$ cat src/rtl/fetch_pkg.sv
// fetch_pkg -- shared constants and types for the instruction fetch controller.
//   ROM_SIZE_DEF    : default instruction-memory depth (words)
//   INSTR_WIDTH_DEF : default instruction word width (bits)
//   HALT_OPCODE     : instruction word that ends program execution
//   fetch_state_e   : fetch FSM state encoding (IDLE / RUN / HALTED)
package fetch_pkg;

  localparam int ROM_SIZE_DEF    = 256;
  localparam int INSTR_WIDTH_DEF = 9;

  localparam logic [8:0] HALT_OPCODE = 9'b111000000;

  typedef enum logic [1:0] {
    IDLE   = 2'd0,
    RUN    = 2'd1,
    HALTED = 2'd2
  } fetch_state_e;

endpackage

$ cat src/rtl/fetch_ctrl_pc_next.sv
// pc_next -- next program-counter selection for the fetch controller.
// Ports:
//   pc            in  : current PC
//   branch_taken  in  : select branch_target instead of the sequential PC
//   branch_target in  : absolute branch destination
//   pc_nxt        out : PC for the next fetch (sequential step wraps to 0
//                       after the last ROM word)
module pc_next
  import fetch_pkg::*;
#(
  parameter  int ROM_SIZE = ROM_SIZE_DEF,
  localparam int AW       = $clog2(ROM_SIZE)
) (
  input  logic [AW-1:0] pc,
  input  logic          branch_taken,
  input  logic [AW-1:0] branch_target,
  output logic [AW-1:0] pc_nxt
);

  // Explicit compare so non-power-of-two ROM sizes also wrap correctly.
  localparam logic [AW-1:0] PC_LAST = AW'(ROM_SIZE - 1);

  always_comb begin
    pc_nxt = pc + AW'(1);
    if (pc == PC_LAST) pc_nxt = '0;
    if (branch_taken)  pc_nxt = branch_target;
  end

endmodule

$ cat src/rtl/fetch_ctrl.sv
// fetch_ctrl -- instruction fetch sequencer: walks the PC through the
// instruction ROM, registers each fetched word for decode and stops on HALT.
// Optional feature: define FETCH_CTRL_CYCLE_CNT_EN to add a 16-bit saturating
// count of RUN cycles (cycle_count).
// Ports:
//   clk           in  : clock, rising edge
//   reset         in  : asynchronous active-high reset
//   start         in  : begin/restart at address 0 (ignored while running)
//   stall         in  : freeze PC and instruction register this cycle
//   branch_taken  in  : take branch_target instead of PC+1
//   branch_target in  : absolute branch destination
//   instr_in      in  : ROM word at instr_addr
//   instr_addr    out : current PC
//   instr_out     out : registered instruction
//   instr_valid   out : instr_out was fetched on the last edge
//   done          out : HALT fetched, program finished
//   cycle_count   out : RUN cycles since the last start (optional)
//
// state  | meaning
// -------+---------------------------------------------------------
// IDLE   | after reset, waiting for start
// RUN    | fetching one word per unstalled cycle
// HALTED | HALT fetched; done high, waiting for start to rerun
module fetch_ctrl
  import fetch_pkg::*;
#(
  parameter  int ROM_SIZE    = ROM_SIZE_DEF,
  parameter  int INSTR_WIDTH = INSTR_WIDTH_DEF,
  localparam int AW          = $clog2(ROM_SIZE)
) (
  input  logic                   clk,
  input  logic                   reset,
  input  logic                   start,
  input  logic                   stall,
  input  logic                   branch_taken,
  input  logic [AW-1:0]          branch_target,
  input  logic [INSTR_WIDTH-1:0] instr_in,
  output logic [AW-1:0]          instr_addr,
  output logic [INSTR_WIDTH-1:0] instr_out,
  output logic                   instr_valid,
  output logic                   done
`ifdef FETCH_CTRL_CYCLE_CNT_EN
  ,output logic [15:0]           cycle_count
`endif
);

  localparam logic [1:0] S_IDLE   = IDLE;
  localparam logic [1:0] S_RUN    = RUN;
  localparam logic [1:0] S_HALTED = HALTED;

  localparam logic [INSTR_WIDTH-1:0] HALT_WORD = INSTR_WIDTH'(HALT_OPCODE);

  logic [1:0]    state;
  logic [AW-1:0] pc;
  logic [AW-1:0] pc_nxt;
  logic          halt_fetch;
  logic          start_accept;

  assign halt_fetch   = (instr_in == HALT_WORD);
  // start only matters outside RUN; a running program cannot be restarted.
  assign start_accept = start && (state != S_RUN);

  pc_next #(
    .ROM_SIZE(ROM_SIZE)
  ) u_pc_next (
    .pc           (pc),
    .branch_taken (branch_taken),
    .branch_target(branch_target),
    .pc_nxt       (pc_nxt)
  );

  always_ff @(posedge clk or posedge reset) begin
    if (reset) begin
      state       <= S_IDLE;
      pc          <= '0;
      instr_out   <= '0;
      instr_valid <= 1'b0;
    end else begin
      instr_valid <= 1'b0;
      case (state)
        S_IDLE, S_HALTED: begin
          if (start_accept) begin
            state <= S_RUN;
            pc    <= '0;
          end
        end
        S_RUN: begin
          if (!stall) begin
            instr_out   <= instr_in;
            instr_valid <= 1'b1;
            // HALT beats a branch: PC stays on the HALT word.
            if (halt_fetch) state <= S_HALTED;
            else            pc    <= pc_nxt;
          end
        end
        default: state <= S_IDLE;
      endcase
    end
  end

  assign instr_addr = pc;
  assign done       = (state == S_HALTED);

`ifdef FETCH_CTRL_CYCLE_CNT_EN
  always_ff @(posedge clk or posedge reset) begin
    if (reset) begin
      cycle_count <= '0;
    end else if (start_accept) begin
      cycle_count <= '0;
    end else if (state == S_RUN && cycle_count != 16'hFFFF) begin
      cycle_count <= cycle_count + 16'd1;
    end
  end
`else
  // Default build: no cycle counter.
`endif

endmodule

$ cat config.mk
export PLATFORM = sky130hd
export DESIGN_NAME = fetch_ctrl
export DESIGN_NICKNAME = d
export VERILOG_FILES = /design/src/rtl/fetch_pkg.sv /design/src/rtl/fetch_ctrl_pc_next.sv /design/src/rtl/fetch_ctrl.sv
export SDC_FILE = /design/constraint.sdc
export NUM_CORES = 1
export LEC_CHECK = 0
export CORE_MARGIN = 5
export CORE_UTILIZATION = 40
export DETAILED_ROUTE_END_ITERATION = 8
export PLACE_DENSITY = 0.71
export SYNTH_ARGS = -nofsm -noshare
export SYNTH_HDL_FRONTEND = slang
export SYNTH_SLANG_ARGS = --single-unit
$ cat constraint.sdc
create_clock -name clk -period 1.8 [get_ports clk]
set_clock_uncertainty 0.1 [all_clocks]
set_input_delay 0.27 -clock clk [delete_from_list [all_inputs] [get_ports clk]]
set_output_delay 0.27 -clock clk [all_outputs]
set_load 0.1 [all_outputs]
* Yosys cells after proc, flatten, opt, wreduce, memory -nomap -nowiden
Cells that the tools add are included.
** Storage, ports and cells
- Memories :: 0
- RAM bits :: 0
- Bits of input ports :: 22
- Word-level logic and storage cells :: 34
- Bits in read-only memories :: 0
- Register bits :: 20
- Latch bits :: 0
- Output and inout bits :: 19
** Cells by class
- $mul :: 0
- Bitwise logic cells :: 1
- Divide/modulo/power cells :: 0
- Equality and inequality tests :: 9
- Reduce and logical (&&, ||, !) cells :: 7
- Add/subtract/negate cells :: 1
- Multiplexer cells :: 12
- Magnitude comparators :: 0
- Shift operators :: 0
** Operator list (count)
- $mux 8 :: 5
- $pmux 8 s2 :: 1
- $eq 9x9->1 const B :: 1
- $add 8x1->8 const B :: 1
- $eq 8x8->1 const B :: 1
- $ne 2x2->1 const B :: 4
- $mux 2 :: 3
- $pmux 2 s2 :: 1
- $reduce_and 4->1 :: 1
- $reduce_and 3->1 :: 1
- $eq 2x1->1 const B :: 1
- $eq 2x2->1 const B :: 1
- $logic_not 2->1 :: 1
- $mux 1 :: 2
- $ne 2x1->1 const B :: 1
- $reduce_and 2->1 :: 1
- $reduce_bool 2->1 :: 1
- $reduce_or 2->1 :: 1
- $logic_and 1x1->1 :: 1
- $not 1->1 :: 1

* Longest topological paths before layout
Gate-level depths: netlist (run 1).
- Word-level depth :: 6
- Gate-level depth with buffers :: 6
- Mapped depth without buffers :: 5

* Modules after synthesis
From an unflattened synthesis (run 1), not the netlist that was laid out.
** Second synthesis, totals
- Cells, all modules :: 107
- Area total of the unflattened synthesis :: 1118.6 um2
** Modules (own cells, without submodules)
- fetch_ctrl :: area an instance 872.1 um2, instances 1, cells each 69
- pc_next :: area an instance 246.5 um2, instances 1, cells each 38

* Least setup slack after synthesis (run 1)
OpenSTA, ideal clock, no wires.
- Kind :: flip-flop to flip-flop
- Start point :: reg pc[0] (netlist: instr_addr[0])
- End point :: reg pc[5] (netlist: instr_addr[5])
- Arrival time :: 2.037 ns
- Data required time :: 1.576 ns
- Stages on the path, launching flop included :: 6
- Setup slack :: -0.461 ns
- Cell sequence :: dfrtp_1 -> ha_1 -> nand3_1 -> o21ai_0 -> nor3_2 -> a211o_1
** Between the ends
- Longest elaborated chain between the ends :: 6
- Elaborated cells between the ends (all ways) :: 7
** Ends and longest elaborated chain
- from (decl) :: RTL line fetch_ctrl.sv:54 : logic [AW-1:0] pc;
- from (signal assigned) :: RTL line fetch_ctrl.sv:93 : else pc <= pc_nxt;
- $add 8x1->8 or $eq 8x8->1 (tied branches) :: RTL line fetch_ctrl_pc_next.sv:24, fetch_ctrl_pc_next.sv:25
- $mux 8 * :: RTL line fetch_ctrl_pc_next.sv:25 : if (pc == PC_LAST) pc_nxt = '0;
- $mux 8 * :: RTL line fetch_ctrl_pc_next.sv:26 : if (branch_taken) pc_nxt = branch_target;
- $mux 8 * :: RTL line fetch_ctrl.sv:92 : if (halt_fetch) state <= S_HALTED;
- $mux 8 * :: RTL line fetch_ctrl.sv:88 : if (!stall) begin
- $pmux 8 s2 * :: RTL line fetch_ctrl.sv:80 : case (state)
Mark *: on every way between the ends. The rest lies on a longest branch, timed or not. The select of a mux whose other input is x is not followed.
A chain may end at the register's enable or synchronous reset.

* Worst setup path after layout (run 1)
- Start point :: in instr_in[1]
- End point :: reg pc[5] (netlist: instr_addr[5])
** Between the ends
- Longest elaborated chain between the ends :: 3
** Ends and longest elaborated chain
- from (decl) :: RTL line fetch_ctrl.sv:37 : input logic [INSTR_WIDTH-1:0] instr_in,
- $eq 9x9->1 :: RTL line fetch_ctrl.sv:59 : assign halt_fetch = (instr_in == HALT_WORD);
- $ne 2x2->1 (no line)
- $reduce_and 4->1 (no line)
Every way passes these cells.

==> results.py, run 1 <==
metrics = {
    "global_routing": {
        "grt_usage_pct": 17.6,
        "grt_pass1_vias": 1088,
        "grt_max_degree": 13,
        "grt_pass1_wl_um": 4910,
        "antenna_found_initial": 0,
        "overflow": 0,
    },
    "finish": {
        "final_nets": 173,
        "diodes": 0,
        "synthToLayoutAreaGrowth_pct": 74.8,
        "stdcell_count": 179,
        "layout_common_cells": "19 x buf_12, 17 x clkdlybuf4s50_1, 12 x dfrtp_1, 12 x buf_4, 9 x mux2_2",
        "final_common_cell": "buf_12",
        "fin_util_pct": 73.9,
        "drive_above_1_share_pct": 41.6,
    },
    "clock_network": {
        "clkLatencyLatePin_ns": 0.32,
        "clk_path_buf_depth": 2,
        "hold_buffers": 0,
        "cts_buffers": 3,
        "htree_num_levels": 1,
        "clock-sinks": 20,
        "cts-root-buf": "clkbuf_4",
        "cts_tree": "yes",
        "cts.reportedPaths.clkPinSlew_ns": 0.12,
    },
    "yosys": {
        "yosys_warnings": 0,
        "synth_compound_area_share_pct": 18.0,
        "netlist_instances": 96,
        "synth_seq_area_share_pct": 47.3,
        "synth_top_family_by_area": "simple AND/OR/NAND/NOR gates",
        "avgSynthCellArea_sq_um": 11.0,
        "synth.distinct_cells": 42,
        "ys_seq_elements": 20,
        "synthAdderAreaFrac_pct": 1.18,
        "synthMuxAreaShare_pct": 10.5,
        "synth_area_sq_um": 1060,
        "synth-xor-area-share_pct": 0,
        "yosys.area_share.simple_pct": 18.6,
        "synth_nets": 119,
    },
    "power": {
        "power_density_nw_per_um2": 1520,
        "leakagePower_nw": 0.775,
        "max-vdd-ir-drop_mv": 1.13,
        "p_total_mw": 2.80,
    },
    "place": {
        "place_congestion": 0.817,
        "port_buffers": 40,
        "dp_hpwl_um": 2210,
        "placedCellCount": 173,
    },
    "drt": {
        "dr.pass1.iters": 4,
        "highest_layer": "met4",
        "drc": 0,
        "routed_wl_um": 2900,
        "drt_iter0_markers": 32,
        "wl_met2_um": 1400,
        "vias": 993,
        "routedWlPerCell_um": 16.2,
        "wl_met3_um": 327,
        "viasPerCell": 5.55,
        "wl_met1_um": 1130,
        "ant_nets": 0,
    },
    "floorplanning": {
        "die_height_um": 61.4,
        "die_w_um": 61.4,
        "row_count": 18,
        "core_sq_um": 2500,
        "start_util_pct": 42.3,
        "io_pins": 41,
        "die_area_sq_um": 3770,
    },
    "worst_setup_path": {
        "worstSetupStartpointType": "primary input",
        "crit-reg2reg-launch": "state[1]",
        "ff2ff_path_depth": 5,
        "cp_data_required_time_ns": 1.92,
        "cp_data_arrival_time_ns": 1.78,
        "crit_path_end_kind": "register",
        "startpoint": "instr_in[1]",
        "critPathMaxFanout": 5,
        "max_stage_delay_ns": 0.40,
        "cp_slowest_cell": "clkdlybuf4s50_1",
        "crit_chain": "clkdlybuf4s50_1 > or2_2 > o31ai_4 > buf_6 > nor3_2 > a211o_1",
        "crit_type": "primary input to register",
    },
    "sta": {
        "final.setup.tns_ns": 0,
        "setup_violations": 0,
        "fmax_mhz": 601,
        "final-hold-violation-count": 0,
        "tightest_slew_ns": 0.429,
        "period_minus_slack_ns": 1.66,
        "maxSlewHeadroom_pct": 71.4,
        "fin_crit_sh_pct": 92.5,
        "rsz0062_at_grt": "false",
        "finalMaxSlewViolations": 0,
    },
    "run": {
        "max_cap_viol_count": 0,
    },
    "worst_hold_path": {
        "hold_class": "primary input to async pin",
    },
    "status": {
        "status": "finished clean",
    },
}
-- metal layers --
layer / vias to the layer above / global-route usage [%]
li1: 470 / -
met1: 464 / 20.3
met2: 55 / 30.2
met3: 4 / 4.61
met4: 0 / 8.48
met5: - / 0
-- metrics by stage --
step | setup slack (ns) | hold slack (ns) | area [sq um]
finish | 0.135 | 0.134 | 1850
detailed placement | -0.423 | 0.413 | 1760
global route | 0.0400 | 0.179 | 1850
global placement | -0.404 | 0.400 | 1760
floorplan | -0.000372 | 0.133 | 1070
CTS | 0.0485 | 0.143 | 1830
-- power by group --
part	internal, mW	leakage, nW	switching (mW)
combinational	0.645	0.511	1.03
clock	0.225	0.0279	0.149
sequential	0.579	0.235	0.178
-- cell families (layout without fill, tap and decap cells) --
group | Yosys count | after routing
and+or+nand+nor | 33 | 33
AOI/OAI and AO/OA | 23 | 23
DFF | 20 | 20
muxes | 10 | 10
buffers and inverters | 9 | 62
adders and majority gates | 1 | 1
-- final cells by class --
cell class / count / area [sq um]
clock inverter: 1 / 30.0
sequential: 20 / 515
inverter: 4 / 15.0
clock buffer: 3 / 22.5
tap: 30 / 37.5
multi-input combinational: 67 / 529
timing repair buffer: 54 / 698
fill: 169 / 652
-- worst max-delay path: cells and delay by family --
kind | cells | cell delay (ns)
compound gates | 2 | 0.57
buf+inv | 2 | 0.56
simple gates | 2 | 0.37
-- state kept, by name (all words and copies together), names as in the netlist --
| signal | flops |
|---|---|
| instr_out | 9 |
| instr_addr | 8 |
| state | 2 |
| instr_valid | 1 |
-- synth_stat cells (all sizes together) --
| cell | n | area (sq um) |
|---|---|---|
| dfrtp | 20 | 500 |
| mux2 | 9 | 101 |
| nand2 | 7 | 26.3 |
| nand3 | 5 | 25.0 |
| a21oi | 4 | 20.0 |
| inv | 4 | 15.0 |
| nor3 | 4 | 25.0 |
| buf | 3 | 23.8 |
| nor2 | 3 | 11.3 |
| a211o | 2 | 17.5 |
| a22o | 2 | 17.5 |
| clkbuf | 2 | 7.51 |
| nand3b | 2 | 15.0 |
| nor2b | 2 | 12.5 |
| nor3b | 2 | 20.0 |
| o21ai | 2 | 10.0 |
| o2bb2ai | 2 | 17.5 |
| a21o | 1 | 7.51 |
| a221oi | 1 | 8.76 |
| a2bb2oi | 1 | 8.76 |
| a311o | 1 | 10.0 |
| a31o | 1 | 8.76 |
| a31oi | 1 | 6.26 |
| and2 | 1 | 6.26 |
| ha | 1 | 12.5 |
| mux2i | 1 | 10.0 |
| nand4 | 1 | 6.26 |
| nor4 | 1 | 6.26 |
| nor4b | 1 | 8.76 |
| o2111ai | 1 | 8.76 |
| o211ai | 1 | 7.51 |
| o31ai | 1 | 21.3 |
| o41a | 1 | 11.3 |
| o41ai | 1 | 8.76 |
| or2 | 1 | 6.26 |
| or3 | 1 | 6.26 |
| or4 | 1 | 7.51 |
| or4b | 1 | 13.8 |
-- path summary, 6_finish.rpt --
kind	slack (ns)	endpoint
min in group clk	0.23	instr_out[8]
worst min-delay path	0.13	instr_addr[4]
worst max-delay path	0.14	instr_addr[5]
max in group asynchronous	0.96	instr_out[6]
worst max register to register	0.15	instr_addr[2]
worst min register to register	0.49	instr_addr[1]
-- timing repair --
| item | CTS | global route |
|---|---|---|
| buffers inserted | 2 | 0 |
| setup endpoints to repair | 4 | 4 |
| gates resized for setup | 6 | 4 |
| pin swaps | 3 | 0 |
(Power assumes the default switching activity.)
==> run 2: changes to the inputs <==
--- a/constraint.sdc
+++ b/constraint.sdc
@@ -4,2 +4,2 @@
 set_output_delay 0.27 -clock clk [all_outputs]
-set_load 0.1 [all_outputs]
+set_load 0.005 [all_outputs]
==> run 2 against run 1 <==
Total power down 44%. Via count grew 0.70%. Register-to-register slack worse by 0.11 ns. Non-clock buffer count rose by 1. Worst setup slack lost 0.098 ns. Highest routed layer unchanged. Critical path type is now register to register. Core utilization down 9.1 points. Hold slack better by 0.039 ns. Combinational power shrank 62%.
==> results.py, run 2 (synthesis results as in run 1) <==
metrics = {
    "status": {
        "status": "finished clean",
    },
    "power": {
        "netSwitchingFraction_pct": 30.2,
        "max-vdd-ir-drop_mv": 0.683,
        "p_total_mw": 1.57,
        "pwr-share-seq_pct": 42.8,
        "p_int_mw": 1.09,
        "switching_power_mw": 0.472,
        "power_density_nw_per_um2": 966,
        "p_comb_share_pct": 40.8,
        "leakagePower_nw": 0.699,
        "p_clk_share_pct": 16.4,
    },
    "global_routing": {
        "grt_pass1_vias": 1048,
        "grt_max_degree": 21,
        "grt_pass1_wl_um": 4510,
        "antenna_found_initial": 0,
        "overflow": 0,
        "grt_usage_pct": 16.2,
    },
    "place": {
        "place_congestion": 0.769,
        "port_buffers": 40,
        "dpl-instance-area_sq_um": 1550,
        "dp_hpwl_um": 2140,
    },
    "sta": {
        "period_minus_slack_ns": 1.76,
        "maxSlewHeadroom_pct": 75.7,
        "setup_violations": 0,
        "finalMaxSlewViolations": 0,
        "fmax_mhz": 567,
        "tightest_slew_ns": 0.361,
        "fin_crit_sh_pct": 97.9,
        "final-hold-violation-count": 0,
    },
    "finish": {
        "final_common_cell": "clkdlybuf4s50_1",
        "largest_register_ffs": 9,
        "largest-register": "instr_out",
        "layout_common_cells": "35 x clkdlybuf4s50_1, 19 x dfrtp_1, 13 x buf_4, 9 x mux2_2, 7 x nand2_1",
        "diodes": 0,
        "drive_above_1_share_pct": 23.3,
        "fin_util_pct": 64.9,
        "final_area_sq_um": 1620,
        "synthToLayoutAreaGrowth_pct": 53.4,
        "final_nets": 174,
    },
    "clock_network": {
        "clk_path_buf_depth": 2,
        "hold_buffers": 0,
        "clkLatencyLatePin_ns": 0.30,
        "cts-root-buf": "clkbuf_4",
        "htree_num_levels": 1,
        "cts.reportedPaths.clkPinSlew_ns": 0.11,
        "clock-sinks": 20,
        "cts_buffers": 3,
        "cts_tree": "yes",
    },
    "worst_setup_path": {
        "crit_chain": "nor3b_2 > o31ai_4 > and2_1 > buf_4 > o41ai_1",
        "max_stage_delay_ns": 0.42,
        "cp_data_arrival_time_ns": 1.84,
        "r2r_slack_ns": 0.04,
        "path_buf_inv": 1,
        "crit_family": "compound AO/OA/AOI/OAI gates",
        "crit_path_end_kind": "register",
        "ff2ff_path_depth": 5,
        "cp_slowest_cell": "dfrtp_1",
        "cp_data_required_time_ns": 1.88,
        "crit_type": "register to register",
        "critPathMaxFanout": 4,
        "rr_endpoint": "instr_addr[1]",
        "crit-reg2reg-launch": "state[1]",
        "worstSetupStartpointType": "register",
    },
    "drt": {
        "drt_iter0_markers": 37,
        "vias": 1000,
        "dr.pass1.iters": 4,
        "ant_nets": 0,
        "routed_wl_um": 2810,
        "viasPerCell": 5.56,
        "routedWlPerCell_um": 15.6,
        "drc": 0,
    },
    "floorplanning": {
        "start_util_pct": 42.3,
        "die_area_sq_um": 3770,
        "row_count": 18,
        "die_height_um": 61.4,
        "io_pins": 41,
        "die_w_um": 61.4,
        "core_sq_um": 2500,
    },
    "worst_hold_path": {
        "hold_class": "primary input to async pin",
    },
    "run": {
        "max_cap_viol_count": 0,
    },
}
run 2: cell types whose count changed in the layout (fill, tap and decap cells not counted), sizes merged:
cell           previous run  this run
clkbuf                    3         4
clkdlybuf4s50            17        35
dlymetal6s2s              0         1
bufinv                    1         0
buf                      33        15
run 2: per-layer routing:
layer	share of wire (%)	global-route usage (%)	vias up	wire length, um
met5	0	0	-	0
met4	1.3	5.76	0	36
met3	11	6.92	5	321
met2	47	27.5	52	1320
met1	40	18.1	475	1130
li1	-	-	468	-
run 2: repair_timing:
action / in CTS / in global routing
setup endpoints to repair: 7 / 2
buffers inserted: 1 / 2
gates resized for setup: 7 / 2
pin swaps: 3 / 0
gates cloned: 0 / 0
run 2: area by class of cell:
type | count | area (sq um)
multi-input combinational | 67 | 513
clock buffer | 4 | 36.3
timing repair buffer | 55 | 518
fill | 219 | 878
inverter | 4 | 15.0
sequential | 20 | 502
tap | 30 | 37.5
run 2: how the worst max path moves through the flow:
stage | startpoint | to | slack, ns | cells after the start
after floorplan | instr_in[3] | instr_addr[5] | 0.06 | 5
after detailed placement | instr_in[3] | instr_addr[5] | -0.44 | 6
after global routing | state[0] | instr_addr[1] | -0.009 | 5
after CTS | state[0] | done | 0.005 | 2
after global placement | instr_in[3] | instr_addr[5] | -0.41 | 6
final | state[1] | instr_addr[1] | 0.04 | 5
run 2: tightest hold or removal path: cells and delay by family:
kind                   cells  cell delay (ns)
buffers and inverters      3             0.69
run 2: metrics by stage:
step / setup slack, ns / TNS (ns) / std cells / hold slack (ns)
floorplan: 0.0551 / 0 / 96 / 0.134
global placement: -0.405 / -3.23 / 173 / 0.388
detailed placement: -0.436 / -3.37 / 173 / 0.397
CTS: 0.00526 / 0 / 178 / 0.186
global route: -0.00891 / -0.00891 / 180 / 0.227
finish: 0.0375 / 0 / 180 / 0.173
run 2: power by group through the flow:
stage	clock network, mW	logic, mW	registers [mW]
floorplan	0	0.238	0.676
global placement	0	0.621	0.668
detailed placement	0	0.628	0.675
CTS	0.265	0.634	0.667
global route	0.283	0.693	0.690
finish	0.257	0.639	0.671
